$ cat src/rtl/gobou_layer_sched.sv
// Layer sequencer for the gobou FC engine: walks a small descriptor table and issues one req per layer.
// Optional build macro GOBOU_SCHED_PERF_EN adds perf_cycles / perf_layer counters.
module gobou_layer_sched #(
  parameter int LWIDTH   = 10,
  parameter int IMGSIZE  = 12,
  parameter int MAXLAYER = 4,
  parameter int LAYLOG   = 2
) (
  input  logic               clk,
  input  logic               xrst,
  input  logic               cfg_we,
  input  logic [LAYLOG-1:0]  cfg_idx,
  input  logic [LWIDTH-1:0]  cfg_in,
  input  logic [LWIDTH-1:0]  cfg_out,
  input  logic [IMGSIZE-1:0] cfg_iaddr,
  input  logic [IMGSIZE-1:0] cfg_oaddr,
  input  logic [LAYLOG:0]    n_layer,
  input  logic               start,
  output logic               busy,
  output logic               done,
  output logic [LAYLOG-1:0]  layer_idx,
  output logic               req,
  input  logic               ack,
  output logic [LWIDTH-1:0]  total_in,
  output logic [LWIDTH-1:0]  total_out,
  output logic [IMGSIZE-1:0] input_addr,
  output logic [IMGSIZE-1:0] output_addr
`ifdef GOBOU_SCHED_PERF_EN
  ,
  output logic [31:0]        perf_cycles,
  output logic [31:0]        perf_layer
`endif
);

  typedef enum logic [2:0] {
    S_IDLE = 3'd0,
    S_LOAD = 3'd1,
    S_REQ  = 3'd2,
    S_WAIT = 3'd3,
    S_NEXT = 3'd4,
    S_DONE = 3'd5
  } state_t;

  localparam logic [LAYLOG:0] MAX_NL  = (LAYLOG+1)'(MAXLAYER);
  localparam logic [LAYLOG:0] CNT_ONE = {{LAYLOG{1'b0}}, 1'b1};

  state_t              state_r;
  logic [LWIDTH-1:0]   tab_in_r    [MAXLAYER];
  logic [LWIDTH-1:0]   tab_out_r   [MAXLAYER];
  logic [IMGSIZE-1:0]  tab_iaddr_r [MAXLAYER];
  logic [IMGSIZE-1:0]  tab_oaddr_r [MAXLAYER];
  logic [LAYLOG:0]     nl_r;
  logic [LAYLOG:0]     cnt_r;
  logic                wait_first_r;

  logic [LAYLOG:0]     nl_s;
  logic [LAYLOG-1:0]   sel_s;
  logic [LAYLOG:0]     cnt_inc_s;
  logic                skip_s;

  // Layer-count clamp and descriptor lookup for the current counter value
  always_comb begin
    nl_s      = n_layer;
    sel_s     = cnt_r[LAYLOG-1:0];
    cnt_inc_s = cnt_r + CNT_ONE;
    skip_s    = (tab_in_r[sel_s] == {LWIDTH{1'b0}}) || (tab_out_r[sel_s] == {LWIDTH{1'b0}});
    if (n_layer > MAX_NL) begin
      nl_s = MAX_NL;
    end else begin
      nl_s = n_layer;
    end
  end

  // Descriptor table; writable only while idle so a running chain sees a frozen table
  always_ff @(posedge clk) begin
    if (xrst) begin
      for (int i = 0; i < MAXLAYER; i++) begin
        tab_in_r[i]    <= {LWIDTH{1'b0}};
        tab_out_r[i]   <= {LWIDTH{1'b0}};
        tab_iaddr_r[i] <= {IMGSIZE{1'b0}};
        tab_oaddr_r[i] <= {IMGSIZE{1'b0}};
      end
    end else if (cfg_we && (state_r == S_IDLE)) begin
      tab_in_r[cfg_idx]    <= cfg_in;
      tab_out_r[cfg_idx]   <= cfg_out;
      tab_iaddr_r[cfg_idx] <= cfg_iaddr;
      tab_oaddr_r[cfg_idx] <= cfg_oaddr;
    end
  end

  // Sequencer FSM with registered outputs
  always_ff @(posedge clk) begin
    if (xrst) begin
      state_r      <= S_IDLE;
      nl_r         <= {(LAYLOG+1){1'b0}};
      cnt_r        <= {(LAYLOG+1){1'b0}};
      wait_first_r <= 1'b0;
      busy         <= 1'b0;
      done         <= 1'b0;
      req          <= 1'b0;
      layer_idx    <= {LAYLOG{1'b0}};
      total_in     <= {LWIDTH{1'b0}};
      total_out    <= {LWIDTH{1'b0}};
      input_addr   <= {IMGSIZE{1'b0}};
      output_addr  <= {IMGSIZE{1'b0}};
    end else begin
      case (state_r)
        S_IDLE: begin
          req  <= 1'b0;
          done <= 1'b0;
          if (start) begin
            nl_r  <= nl_s;
            cnt_r <= {(LAYLOG+1){1'b0}};
            busy  <= 1'b1;
            state_r <= (nl_s == {(LAYLOG+1){1'b0}}) ? S_DONE : S_LOAD;
          end
        end
        S_LOAD: begin
          total_in    <= tab_in_r[sel_s];
          total_out   <= tab_out_r[sel_s];
          input_addr  <= tab_iaddr_r[sel_s];
          output_addr <= tab_oaddr_r[sel_s];
          layer_idx   <= sel_s;
          if (skip_s) begin
            state_r <= S_NEXT;
          end else begin
            req     <= 1'b1;
            state_r <= S_REQ;
          end
        end
        S_REQ: begin
          req          <= 1'b0;
          wait_first_r <= 1'b1;
          state_r      <= S_WAIT;
        end
        S_WAIT: begin
          // first wait cycle masks an ack still high from the previous layer
          if (wait_first_r) begin
            wait_first_r <= 1'b0;
          end else if (ack) begin
            state_r <= S_NEXT;
          end
        end
        S_NEXT: begin
          cnt_r <= cnt_inc_s;
          if (cnt_inc_s == nl_r) begin
            done    <= 1'b1;
            state_r <= S_DONE;
          end else begin
            state_r <= S_LOAD;
          end
        end
        S_DONE: begin
          // done is already up when arriving from S_NEXT; the zero-layer path raises it here
          done    <= ~done;
          busy    <= 1'b0;
          state_r <= S_IDLE;
        end
        default: begin
          req     <= 1'b0;
          done    <= 1'b0;
          busy    <= 1'b0;
          state_r <= S_IDLE;
        end
      endcase
    end
  end

`ifdef GOBOU_SCHED_PERF_EN
  function automatic logic [31:0] sat_inc(input logic [31:0] v);
    return (v == 32'hFFFF_FFFF) ? v : (v + 32'd1);
  endfunction

  logic [31:0] lat_r;

  // Run-length and per-layer req-to-ack latency counters, saturating
  always_ff @(posedge clk) begin
    if (xrst) begin
      perf_cycles <= 32'd0;
      perf_layer  <= 32'd0;
      lat_r       <= 32'd0;
    end else if ((state_r == S_IDLE) && start) begin
      perf_cycles <= 32'd0;
      perf_layer  <= 32'd0;
      lat_r       <= 32'd0;
    end else begin
      if (busy) begin
        perf_cycles <= sat_inc(perf_cycles);
      end
      case (state_r)
        S_REQ: lat_r <= 32'd1;
        S_WAIT: begin
          lat_r <= sat_inc(lat_r);
          if (!wait_first_r && ack) begin
            perf_layer <= lat_r;
          end
        end
        default: lat_r <= lat_r;
      endcase
    end
  end
`endif

endmodule

$ cat config.mk
export PLATFORM = sky130hd
export DESIGN_NAME = gobou_layer_sched
export DESIGN_NICKNAME = d
export VERILOG_FILES = /design/src/rtl/gobou_layer_sched.sv
export SDC_FILE = /design/constraint.sdc
export NUM_CORES = 1
export LEC_CHECK = 0
export CORE_MARGIN = 2
export CORE_UTILIZATION = 45
export CTS_CLUSTER_DIAMETER = 30
export DETAILED_ROUTE_END_ITERATION = 10
export PLACE_DENSITY_LB_ADDON = 0.3
export SYNTH_ARGS = -nofsm -noshare
export SYNTH_HDL_FRONTEND = slang
export SYNTH_SLANG_ARGS = --single-unit
$ cat constraint.sdc
create_clock -name clk -period 4.9 [get_ports clk]
set_input_delay 0.49 -clock clk [delete_from_list [all_inputs] [get_ports clk]]
set_output_delay 0.49 -clock clk [all_outputs]
set_load 0.005 [all_outputs]
==> impl_metrics.env <==
export IMPL_synthTopCellsByArea="edfxtp_1, dfxtp_1, and2_1"
export IMPL_synth_seq_cells=237
export IMPL_yosysMostFrequentCell="and2_1"
export IMPL_slowest_stage="or2_2"
export IMPL_powerDensity_nw_per_um2=456
export IMPL_worstPathCellList="or3_1 > nor3b_4 > buf_4 > nor3b_4 > or2_2"
export IMPL_synth_common_cells="and2_1, edfxtp_1, nand2_1"
export IMPL_maxCapViolCount=0
export IMPL_outcome="complete, no violations"
export IMPL_ys_seq_area_share_pct=65.5
export IMPL_die_area_um2=23300
export IMPL_cts_sinks=237
export IMPL_synth_avg_cell_area_um2=13.7
export IMPL_initial_core_util_pct=45.7
export IMPL_p_switching_mw=1.33
export IMPL_dr_pass1_iters=4
export IMPL_critPathArrivalTime_ns=3.31
export IMPL_drive_gt1_share_pct=16.6
export IMPL_grt_pass1_vias=6430
export IMPL_clk_pin_slew_ns=0.05
export IMPL_min_period_ns=3.19
export IMPL_area_growth_pct=27.9
export IMPL_via_per_inst=5.28
export IMPL_synth_cells=727
export IMPL_cts_hold_buf=0
export IMPL_crit_path_end_kind="register"
export IMPL_pwr_share_clk_pct=51.6
export IMPL_cts_tree="built"
export IMPL_start_kind="register"
export IMPL_p_leak_nw=4.59
export IMPL_synth_edf_count=176
export IMPL_path_buf_inv=1
export IMPL_yosys_area_top_type="edfxtp_1"
export IMPL_ir_drop_v=0.000278
export IMPL_cts_root_buf="clkbuf_16"
export IMPL_wl_per_cell_um=18.9
export IMPL_postRouteAntennaNets=0
export IMPL_fp_dieW_um=153
export IMPL_drt_iter0_drc=308
export IMPL_rsz0062_at_grt="false"
export IMPL_num_antenna_cells=0
export IMPL_combPwrFrac_pct=7.6
export IMPL_worst_slew_pin_slew_ns=1.30
export IMPL_power_frac_seq_pct=40.8
export IMPL_post_cts_buffers=0
export IMPL_cpPeakStageDelay_ns=1.01
export IMPL_max_freq_mhz=314
export IMPL_hold_viol_final=0
export IMPL_synth_area_um2=9930
export IMPL_synth_distinct_cells=41
export IMPL_die_h_um=153
export IMPL_drc=0
export IMPL_cts_resized=0
export IMPL_finalSetupViolations=0
export IMPL_finalCritPeriodShare_pct=65.1
export IMPL_swShare_pct=22.9
export IMPL_synth_nets=782
export IMPL_htreeDepth=2
export IMPL_maxSlewViolCount=0
export IMPL_grt_pass1_wl_mm=34.4
export IMPL_path_delay_family="simple AND/OR/NAND/NOR gates"
export IMPL_ys_async_sr_fraction_pct=0
export IMPL_grt_max_degree=64
export IMPL_finalSetupTns_ns=0
export IMPL_crit_type="reg -> reg"
export IMPL_wirelength_mm=21.9
export IMPL_rows=54
export IMPL_finalPower_mw=5.79
export IMPL_vias=6114
export IMPL_crit_path_max_fanout=44
export IMPL_num_io_pins=103
export IMPL_grt_overflow=0
export IMPL_final_nets=894
export IMPL_crit_top_cell="nor3b_4"
export IMPL_io_buffer_count=102
export IMPL_place_congestion=0.834
export IMPL_synth_ff_type="edfxtp_1"
export IMPL_skew_ns=0.0138
export IMPL_insertion_delay_ns=0.53
export IMPL_dp_hpwl_mm=12.8
export IMPL_grt_usage_pct=18.7
export IMPL_hold_path_class="reg -> reg"
export IMPL_relSlewSlack_pct=13.2
export IMPL_clock_path_buffers=3
export IMPL_crit_required_ns=5.02
export IMPL_cts_buffers=46
export IMPL_intPower_mw=4.47
export IMPL_core_area_um2=21800
export IMPL_yosysWarnings=0
export IMPL_antenna_found_initial=0
export IMPL_yosysTopAreaCellShare_pct=53.2
[stage by stage]
stage / std cells / worst slack (ns) / area (um^2) / hold slack [ns] / utilization, %
global placement: 1071 / 1.76 / 11200 / 0.444 / 51.4
detailed placement: 1071 / 1.71 / 11200 / 0.446 / 51.4
floorplan: 727 / 2.43 / 9930 / 0.437 / -
finish: 1157 / 1.71 / 12700 / 0.451 / 58.4
global route: 1157 / 1.54 / 12700 / 0.473 / 58.4
CTS: 1157 / 1.70 / 12700 / 0.452 / 58.4
[state kept, by name, indices dropped and copies added (netlist names), named ones only]
| name | flops |
|---|---|
| total_out | 10 |
| tab_in_r | 40 |
| layer_idx | 2 |
| done | 1 |
| wait_first_r | 1 |
| tab_out_r | 40 |
| total_in | 10 |
| input_addr | 12 |
| busy | 1 |
| state_r | 3 |
| tab_iaddr_r | 48 |
| cnt_r | 3 |
| tab_oaddr_r | 48 |
| req | 1 |
| nl_r | 3 |
| output_addr | 12 |
[placed cells by master, fill, tap and decap left out, drive strengths merged, types with 2 or more instances in the layout]
cell type      Yosys  final
and2             177    177
edfxtp           176    176
clkdlybuf4s50      0    101
nand2             98     98
dfxtp             61     61
a21oi             56     56
clkbuf            43     52
mux4              44     44
clkinv             0     21
buf                8     14
or2                6      6
nor3               6      6
nor2               6      6
inv                2      6
nand3              5      5
clkinvlp           0      5
or4                4      4
bufinv             0      4
nand2b             3      3
o31ai              3      3
nor4               3      3
or3                3      3
nor3b              3      3
and3b              2      2
xor2               2      2
nand4b             2      2
[power by group through the flow]
stage	clock [mW]	sequential, mW	combinational [mW]
after detailed placement	0	2.40	0.441
final	2.99	2.36	0.440
after CTS	3.02	2.36	0.445
after global routing	3.13	2.38	0.479
after global placement	0	2.39	0.431
after floorplan	0	2.36	0.264
[path summary, 6_finish.rpt]
| check | startpoint | to | slack (ns) | cells after the start |
|---|---|---|---|---|
| min reg2reg | output_addr[2] | output_addr[2] | 0.45 | 2 |
| max | state_r[2] | tab_oaddr_r[0][5] | 1.71 | 5 |
| max reg2reg | state_r[2] | tab_oaddr_r[0][5] | 1.71 | 5 |
| min | output_addr[2] | output_addr[2] | 0.45 | 2 |
[worst register-to-register path, cell delays in order (launching register included)]
cell     delay [ns]
dfxtp_1        0.48
or3_1          0.50
nor3b_4        0.20
buf_4          0.33
nor3b_4        0.25
or2_2          1.01
[kinds of logic (layout without fill, tap and decap cells)]
| logic type | count (synthesis) | count (layout) | synth area share (%) |
|---|---|---|---|
| AOI/OAI and AO/OA | 70 | 70 | 3.98 |
| and+or+nand+nor | 318 | 318 | 17.6 |
| muxes | 44 | 44 | 9.98 |
| DFF | 237 | 237 | 65.5 |
| xor gates and xnor gates | 4 | 4 | 0.504 |
| adders and majority gates | 1 | 1 | 0.126 |
| buffers and inverters | 53 | 203 | 2.29 |
[area by class of cell]
cell class                 instances  area (um^2)
clock buffer                      52         1190
sequential                       237         6510
multi-input combinational        437         3210
fill                            1718         9050
clock inverter                    34          317
inverter                           2         7.51
timing repair buffer             115         1110
tap                              280          350
[per-layer routing]
metal / vias to the layer above / track usage, % / wire length, um
li1: 2844 / - / -
met1: 3048 / 24.3 / 9430
met2: 186 / 31.5 / 10800
met3: 36 / 3.95 / 1170
met4: 0 / 6.53 / 484
met5: - / 0 / 0
Note: power is estimated with default switching activity, not from simulation.
